[config.mk]
export PLATFORM = sky130hd
export DESIGN_NAME = bs_word_serializer
export DESIGN_NICKNAME = d
export VERILOG_FILES = /design/src/rtl/bs_pkg.sv /design/src/rtl/bs_bclk_div.sv /design/src/rtl/bs_word_serializer.sv
export SDC_FILE = /design/constraint.sdc
export NUM_CORES = 1
export LEC_CHECK = 0
export CAP_MARGIN = 0
export CORE_ASPECT_RATIO = 0.7
export CORE_MARGIN = 5
export CORE_UTILIZATION = 45
export DETAILED_ROUTE_END_ITERATION = 10
export HOLD_SLACK_MARGIN = 0.1
export PLACE_DENSITY = 0.79
export SYNTH_ARGS = -nofsm -noshare
export SYNTH_HDL_FRONTEND = slang
export SYNTH_SLANG_ARGS = --single-unit
[constraint.sdc]
create_clock -name clk -period 2.5 [get_ports clk]
set_input_delay 0.375 -clock clk [delete_from_list [all_inputs] [get_ports clk]]
set_output_delay 0.375 -clock clk [all_outputs]
set_load 0.01 [all_outputs]
[src/rtl/bs_pkg.sv]
// bs_pkg: types and sizing helpers shared by the bit-serial SHA-256 stages.
package bs_pkg;

    localparam int BS_W = 32;

    typedef enum logic [1:0] {
        IDLE,
        LOW,
        HIGH
    } bs_ser_state_t;

    // Width of a counter that holds 0..n-1; never narrower than one bit.
    function automatic int bs_cnt_w(input int n);
        return (n > 1) ? $clog2(n) : 1;
    endfunction

endpackage

[src/rtl/bs_bclk_div.sv]
// bs_bclk_div: counts DIV clk cycles per bclk half-period and flags the last one.
module bs_bclk_div
    import bs_pkg::*;
#(
    parameter int DIV = 2
) (
    input  logic clk,
    input  logic rst,
    input  logic clear,
    input  logic enable,
    output logic phase_end
);

    localparam int DCW = bs_cnt_w(DIV);
    localparam logic [DCW-1:0] DLAST = DCW'(DIV - 1);

    logic [DCW-1:0] dcnt_q, dcnt_d;

    assign phase_end = enable && (dcnt_q == DLAST);

    always_comb begin
        dcnt_d = dcnt_q;
        if (clear) begin
            dcnt_d = '0;
        end else if (enable) begin
            dcnt_d = phase_end ? '0 : dcnt_q + 1'b1;
        end
    end

    always_ff @(posedge clk) begin
        if (rst) begin
            dcnt_q <= '0;
        end else begin
            dcnt_q <= dcnt_d;
        end
    end

endmodule

[src/rtl/bs_word_serializer.sv]
// bs_word_serializer: accepts a word over valid/ready and emits bclk, counter and the serial bit stream.
// Define BS_SER_LSB_FIRST_EN to send bits LSB first; the default build sends MSB first.
module bs_word_serializer
    import bs_pkg::*;
#(
    parameter int W   = BS_W,
    parameter int DIV = 2
) (
    input  logic                   clk,
    input  logic                   rst,
    input  logic                   word_valid,
    input  logic [W-1:0]           word_in,
    output logic                   word_ready,
    output logic                   bclk,
    output logic [bs_cnt_w(W)-1:0] counter,
    output logic                   out,
    output logic                   busy,
    output logic                   done
);

    localparam int CW = bs_cnt_w(W);
    localparam logic [CW-1:0] CLAST = CW'(W - 1);

    bs_ser_state_t state_q, state_d;
    logic [W-1:0]  shiftReg_q, shiftReg_d;
    logic [CW-1:0] bitCnt_q, bitCnt_d;
    logic          bclk_q, bclk_d;
    logic          busy_q, busy_d;
    logic          done_q, done_d;
    logic          idle;
    logic          phaseEnd;

    assign idle = (state_q == IDLE);

    bs_bclk_div #(
        .DIV(DIV)
    ) uDiv (
        .clk      (clk),
        .rst      (rst),
        .clear    (idle),
        .enable   (!idle),
        .phase_end(phaseEnd)
    );

    // The bit on the wire is always the end of the shift register nearest the output.
`ifdef BS_SER_LSB_FIRST_EN
    assign out = shiftReg_q[0];
`else
    assign out = shiftReg_q[W-1];
`endif

    assign word_ready = idle;
    assign bclk       = bclk_q;
    assign counter    = bitCnt_q;
    assign busy       = busy_q;
    assign done       = done_q;

    always_comb begin
        state_d    = state_q;
        shiftReg_d = shiftReg_q;
        bitCnt_d   = bitCnt_q;
        bclk_d     = bclk_q;
        busy_d     = busy_q;
        done_d     = 1'b0;
        case (state_q)
            IDLE: begin
                if (word_valid) begin
                    state_d    = LOW;
                    shiftReg_d = word_in;
                    bitCnt_d   = '0;
                    bclk_d     = 1'b0;
                    busy_d     = 1'b1;
                end
            end
            LOW: begin
                if (phaseEnd) begin
                    state_d = HIGH;
                    bclk_d  = 1'b1;
                end
            end
            HIGH: begin
                if (phaseEnd) begin
                    bclk_d = 1'b0;
                    if (bitCnt_q == CLAST) begin
                        state_d = IDLE;
                        busy_d  = 1'b0;
                        done_d  = 1'b1;
                    end else begin
                        // Falling edge: advance to the next bit together with the counter.
                        state_d  = LOW;
                        bitCnt_d = bitCnt_q + 1'b1;
`ifdef BS_SER_LSB_FIRST_EN
                        shiftReg_d = {1'b0, shiftReg_q[W-1:1]};
`else
                        shiftReg_d = {shiftReg_q[W-2:0], 1'b0};
`endif
                    end
                end
            end
            default: begin
                state_d = IDLE;
            end
        endcase
    end

    always_ff @(posedge clk) begin
        if (rst) begin
            state_q    <= IDLE;
            shiftReg_q <= '0;
            bitCnt_q   <= '0;
            bclk_q     <= 1'b0;
            busy_q     <= 1'b0;
            done_q     <= 1'b0;
        end else begin
            state_q    <= state_d;
            shiftReg_q <= shiftReg_d;
            bitCnt_q   <= bitCnt_d;
            bclk_q     <= bclk_d;
            busy_q     <= busy_d;
            done_q     <= done_d;
        end
    end

endmodule
### Word-level counts from Yosys, hierarchy flattened

Index checks and enable logic that the tools add are counted.

| storage, ports and cells | value |
|---|---|
| flip-flop bits (word level) | 43 |
| output and inout bits | 10 |

| operators by class | value |
|---|---|
| add/sub/neg operators | 2 |
| eq/ne operators | 8 |
| bitwise operators | 2 |
| muxes and demuxes | 22 |
| reduce and logical (&&, ||, !) cells | 11 |

Operators with widths:

| cell | count |
|---|---|
| $mux W32 | 3 |
| $pmux W32 S2 | 1 |
| $mux W5 | 3 |
| $reduce_and A4 Y1 | 3 |
| $pmux W5 S2 | 1 |
| $mux W1 | 8 |
| $mux W2 | 3 |
| $ne A2 B2 Y1 const B | 3 |
| $pmux W2 S3 | 1 |
| $reduce_or A3 Y1 | 2 |
| $add A5 B1 Y5 const B | 1 |
| $eq A5 B5 Y1 const B | 1 |
| $ne A2 B1 Y1 const B | 2 |
| $pmux W1 S3 | 1 |
| $reduce_and A3 Y1 | 1 |
| $reduce_bool A3 Y1 | 1 |
| $eq A2 B1 Y1 const B | 1 |
| $eq A2 B2 Y1 const B | 1 |
| $logic_not A2 Y1 | 1 |
| $not A1 Y1 | 2 |
| $pmux W1 S2 | 1 |
| $reduce_bool A2 Y1 | 1 |
| $add A1 B1 Y1 const B | 1 |
| $logic_and A1 B1 Y1 | 1 |
| $logic_not A1 Y1 | 1 |

### Logic depth before layout (Yosys ltp)

| depth | value |
|---|---|
| depth after elaboration | 5 |
| depth in mapped cells | 8 |
| gate-level depth less buffers | 6 |

### Cells and area by module

Synthesis repeated with hierarchy kept, for this count alone.

| second synthesis, totals | value |
|---|---|
| cells, all modules | 207 |
| area total of the unflattened synthesis | 2285.9 um^2 |

Modules (own cells, without submodules):

| module | instances | area an instance (um^2) | cells an instance |
|---|---|---|---|
| bs_word_serializer | 1 | 2239.6 | 203 |
| bs_bclk_div | 1 | 46.3 | 4 |

### Worst setup path after synthesis

Ideal clock, no wire load.

| timing | value |
|---|---|
| path kind | register -> register |
| start | reg bitCnt_q[0], in the netlist counter[0] |
| end | reg bitCnt_q[2], in the netlist counter[2] |
| arrival time | 1688 ps |
| path buffers | 1 |
| slack | 666 ps |
| required time | 2354 ps |
| setup time | 146 ps |
| stages on the path, launching flop included | 8 |
| clock period less this slack | 1834 ps |
| path through | dfxtp_1 ha_1 and3_1 ha_1 nand4bb_1 nand2_4 buf_6 a211oi_2 |

| on the way | value |
|---|---|
| longest elaborated chain between the ends | 4 |
| elaborated cells on any way between the ends | 7 |

Ends and longest elaborated chain:

| what | RTL line | RTL |
|---|---|---|
| from (decl) | bs_word_serializer.sv:26 | `logic [CW-1:0] bitCnt_q, bitCnt_d;` |
| from (signal assigned) | bs_word_serializer.sv:117 | `bitCnt_q <= bitCnt_d;` |
| $add A5 B1 Y5 | bs_word_serializer.sv:91 | `bitCnt_d = bitCnt_q + 1'b1;` |
| $mux W5 | bs_word_serializer.sv:84 | `if (bitCnt_q == CLAST) begin` |
| $mux W5 | bs_word_serializer.sv:82 | `if (phaseEnd) begin` |
| $pmux W5 S2 | bs_word_serializer.sv:65 | `case (state_q)` |

Parallel ways exist; a longest one is shown, timed or not. The select of a mux whose other input is x is not followed.
A chain may end at the register's enable or synchronous reset.

### Worst setup path in the final report

| timing | value |
|---|---|
| start | reg bitCnt_q[0], in the netlist counter[0] |
| end | reg shiftReg_q[19] |

| on the way | value |
|---|---|
| longest elaborated chain between the ends | 3 |

Ends and longest elaborated chain:

| what | RTL line | RTL |
|---|---|---|
| $eq A5 B5 Y1 | bs_word_serializer.sv:84 |  |
| $ne A2 B2 Y1 (no source line) | -- |  |
| $reduce_and A4 Y1 (no source line) | -- |  |
| to (signal assigned) | bs_word_serializer.sv:116 | `shiftReg_q <= shiftReg_d;` |
| to (decl) | bs_word_serializer.sv:25 | `logic [W-1:0] shiftReg_q, shiftReg_d;` |

No other way between the ends.

==> flow_results.xml <==
<?xml version="1.0" encoding="UTF-8"?>
<metrics>
  <group name="placed_design">
    <metric name="numPortBuffers" unit="">44</metric>
    <metric name="detailedPlace.worstSlack" unit="ns">0.395</metric>
    <metric name="finalWeightedCongestion" unit="">0.801</metric>
    <metric name="dpl.hpwl" unit="um">3140</metric>
    <metric name="placedInstanceArea" unit="sq um">2620</metric>
  </group>
  <group name="die">
    <metric name="design.portCount" unit="">45</metric>
    <metric name="die_h" unit="um">68.3</metric>
    <metric name="initial_core_util" unit="%">46.0</metric>
    <metric name="core-area" unit="sq um">4760</metric>
    <metric name="chipWidth" unit="um">93.3</metric>
    <metric name="row_count" unit="">21</metric>
    <metric name="fp.dieArea" unit="sq um">6380</metric>
  </group>
  <group name="cts">
    <metric name="cts_hold_repair.buffers" unit="">0</metric>
    <metric name="setup_repair_bufs_after_cts" unit="">0</metric>
    <metric name="post_cts_resized" unit="">0</metric>
    <metric name="cts_buffer_depth" unit="">2</metric>
    <metric name="tritoncts_clock_tree" unit="">built</metric>
    <metric name="tritoncts.num_buffers" unit="">5</metric>
    <metric name="clock_sinks" unit="">43</metric>
    <metric name="clock_insertion_delay_worst_skew" unit="ns">0.29</metric>
    <metric name="cts.htree.levels" unit="">2</metric>
    <metric name="cts-root-buf" unit="">clkbuf_8</metric>
    <metric name="reg_clk_slew_reported_paths" unit="ns">0.08</metric>
  </group>
  <group name="worst_setup_path">
    <metric name="timing.reg2reg.setup_slack" unit="ns">0.38</metric>
    <metric name="timing.critical_path.to_type" unit="">register</metric>
    <metric name="critPathLaunchType" unit="">register</metric>
    <metric name="critical_path_arrival" unit="ns">2.27</metric>
    <metric name="timing.critical_path.required" unit="ns">2.65</metric>
    <metric name="worst-setup-path-type" unit="">register to register</metric>
    <metric name="critPathMaxFanout" unit="">12</metric>
  </group>
  <group name="routing">
    <metric name="route.detailed.wl_per_inst" unit="um">15.1</metric>
    <metric name="routed_wirelength" unit="um">4670</metric>
    <metric name="ant_nets" unit="">0</metric>
    <metric name="via_per_inst" unit="">5.51</metric>
    <metric name="drc_errors" unit="">0</metric>
    <metric name="route.vias.total" unit="">1703</metric>
    <metric name="detail_route.iter0.violations" unit="">120</metric>
    <metric name="detail_route.first_pass.iterations" unit="">4</metric>
  </group>
  <group name="logic_synthesis">
    <metric name="yosys_register_bits" unit="">43</metric>
    <metric name="netlist_instances" unit="">203</metric>
    <metric name="syn_nets" unit="">240</metric>
    <metric name="post_synth_instance_area" unit="sq um">2190</metric>
    <metric name="synth_edf_count" unit="">0</metric>
    <metric name="yosys_warnings" unit="">0</metric>
    <metric name="average_instance_area_after_synthesis" unit="sq um">10.8</metric>
    <metric name="share_of_synthesized_registers_carrying_an_async_set_or_reset" unit="%">0</metric>
    <metric name="synth.yosys.seq_area_share" unit="%">39.4</metric>
    <metric name="ys_types" unit="">36</metric>
    <metric name="synth_ff_type" unit="">dfxtp_1</metric>
  </group>
  <group name="cells_and_area">
    <metric name="drive_gt1_share" unit="%">20.8</metric>
    <metric name="most-common-layout-cells" unit="">dfxtp_1, clkdlybuf4s50_1, nor3_1, mux2i_1, a211oi_2</metric>
    <metric name="syn2layout_area_growth" unit="%">25.1</metric>
    <metric name="post_route_standard_cell_area_excluding_fillers" unit="sq um">2740</metric>
    <metric name="fillerInstances" unit="">438</metric>
    <metric name="finalNetCount" unit="">276</metric>
    <metric name="num_antenna_cells" unit="">0</metric>
  </group>
  <group name="hold_path">
    <metric name="holdCritPathClass" unit="">register to register</metric>
  </group>
  <group name="global_routing">
    <metric name="maximum_number_of_pins_on_one_net_before_global_route_repair" unit="">36</metric>
    <metric name="grt_busiest_layer" unit="">met2</metric>
    <metric name="track_usage" unit="%">15.7</metric>
    <metric name="gr-usage-met3" unit="%">4.73</metric>
    <metric name="groute.layer.met1.usage" unit="%">22.0</metric>
    <metric name="global_route.overflow_total" unit="">0</metric>
    <metric name="grt_pass1_wl" unit="um">7960</metric>
    <metric name="grt.met2_usage" unit="%">23.8</metric>
    <metric name="grt_antenna_before_repair" unit="">0</metric>
    <metric name="vias_in_the_first_global_route" unit="">1609</metric>
  </group>
  <group name="timing">
    <metric name="tightest_slew" unit="ns">0.603</metric>
    <metric name="final-max-slew-violation-count" unit="">0</metric>
    <metric name="final_critical_path_setup_slack" unit="ns">0.383</metric>
    <metric name="finalClockSkew" unit="ns">0.00449</metric>
    <metric name="timing.final.hold_violations" unit="">0</metric>
    <metric name="worst_hold_slack" unit="ns">0.507</metric>
    <metric name="timing.final.setup_violations" unit="">0</metric>
    <metric name="finalSetupTns" unit="ns">0</metric>
    <metric name="max-slew-margin-rel" unit="%">59.8</metric>
    <metric name="layout_worst_path_cycle_share" unit="%">84.7</metric>
    <metric name="min_cycle_time_layout" unit="ns">2.12</metric>
    <metric name="grt_setup_unrepaired" unit="">false</metric>
    <metric name="upper_clock_frequency_limit" unit="GHz">0.472</metric>
  </group>
  <group name="run_status">
    <metric name="outcome" unit="">completed</metric>
  </group>
  <group name="run">
    <metric name="maxCapViolCount" unit="">0</metric>
  </group>
  <group name="power_and_ir_drop">
    <metric name="power-per-cell-area" unit="nW/um^2">596</metric>
    <metric name="p_leak" unit="nW">1.13</metric>
    <metric name="worst_ir_drop_vdd" unit="uV">306</metric>
    <metric name="post-layout-total-power" unit="mW">1.63</metric>
  </group>
</metrics>
logic make-up (layout without fill, tap and decap cells):
kind of cell               after synthesis  in the layout  share of synthesized area (%)
AOI/OAI and AO/OA                       49             49                           22.9
adders and majority gates                2              2                           1.14
buffers and inverters                   23             60                           7.61
DFF                                     43             43                           39.4
muxes                                   31             31                           14.2
and+or+nand+nor                         55             55                           14.8
metal layers:
layer,vias to the layer above,wire length [um]
met3,4,269
met4,0,27
met1,810,2370
met2,42,2010
li1,847,-
met5,-,0
per-stage QoR:
stage | cells | utilization (%)
final | 309 | 57.5
after global routing | 309 | 57.5
after CTS | 309 | 57.5
after detailed placement | 301 | 55.0
after global placement | 301 | 55.0
after floorplan | 203 | -
final cells by class:
type,instances,area [sq um],share of cell area [%]
Multi-Input combinational cell,137,1170,42.6
Sequential cell,43,861,31.5
Timing Repair Buffer,51,500,18.3
Tap cell,69,86.3,3.16
Clock buffer,6,82.6,3.02
Clock inverter,2,35.0,1.28
Inverter,1,3.75,0.137
where the power goes:
group	switching, mW	internal [mW]	leakage (nW)	total [mW]
clock network	0.237	0.323	0.0612	0.561
registers	0.0366	0.740	0.355	0.776
logic	0.136	0.156	0.714	0.292
synthesized netlist by cell type (2+ instances only):
cell / instances / area [sq um]
a211oi_1: 3 / 22.5
buf_2: 4 / 20.0
clkbuf_1: 6 / 22.5
a211oi_2: 30 / 375
a21oi_1: 6 / 30.0
buf_6: 8 / 90.1
buf_4: 4 / 30.0
nand3_1: 3 / 15.0
o21ai_1: 2 / 10.0
nand4_1: 2 / 12.5
nor2_1: 3 / 11.3
nand2_1: 2 / 7.51
mux2i_1: 31 / 310
a31oi_1: 2 / 12.5
nor3_1: 33 / 165
dfxtp_1: 43 / 861
ha_1: 2 / 25.0
state kept, by name, indices dropped and copies added (netlist names):
| signal | cells |
|---|---|
| done | 1 |
| counter | 5 |
| state_q | 2 |
| uDiv.dcnt_q | 1 |
| bclk | 1 |
| shiftReg_q | 32 |
| busy | 1 |
critical path, stage by stage (launching register included):
cell       delay (ns)
dfxtp_1          0.36
ha_1             0.24
and3_1           0.19
ha_1             0.19
nand4bb_1        0.37
nand2_4          0.31
buf_4            0.23
a211oi_2         0.08
worst paths after layout:
check / start / cells after the start / to
hold / removal: counter[4] / 2 / counter[4]
hold reg to reg: counter[4] / 2 / counter[4]
setup reg to reg: counter[0] / 7 / shiftReg_q[19]
setup / recovery: counter[0] / 7 / shiftReg_q[19]
Note: power is estimated with default switching activity, not from simulation.
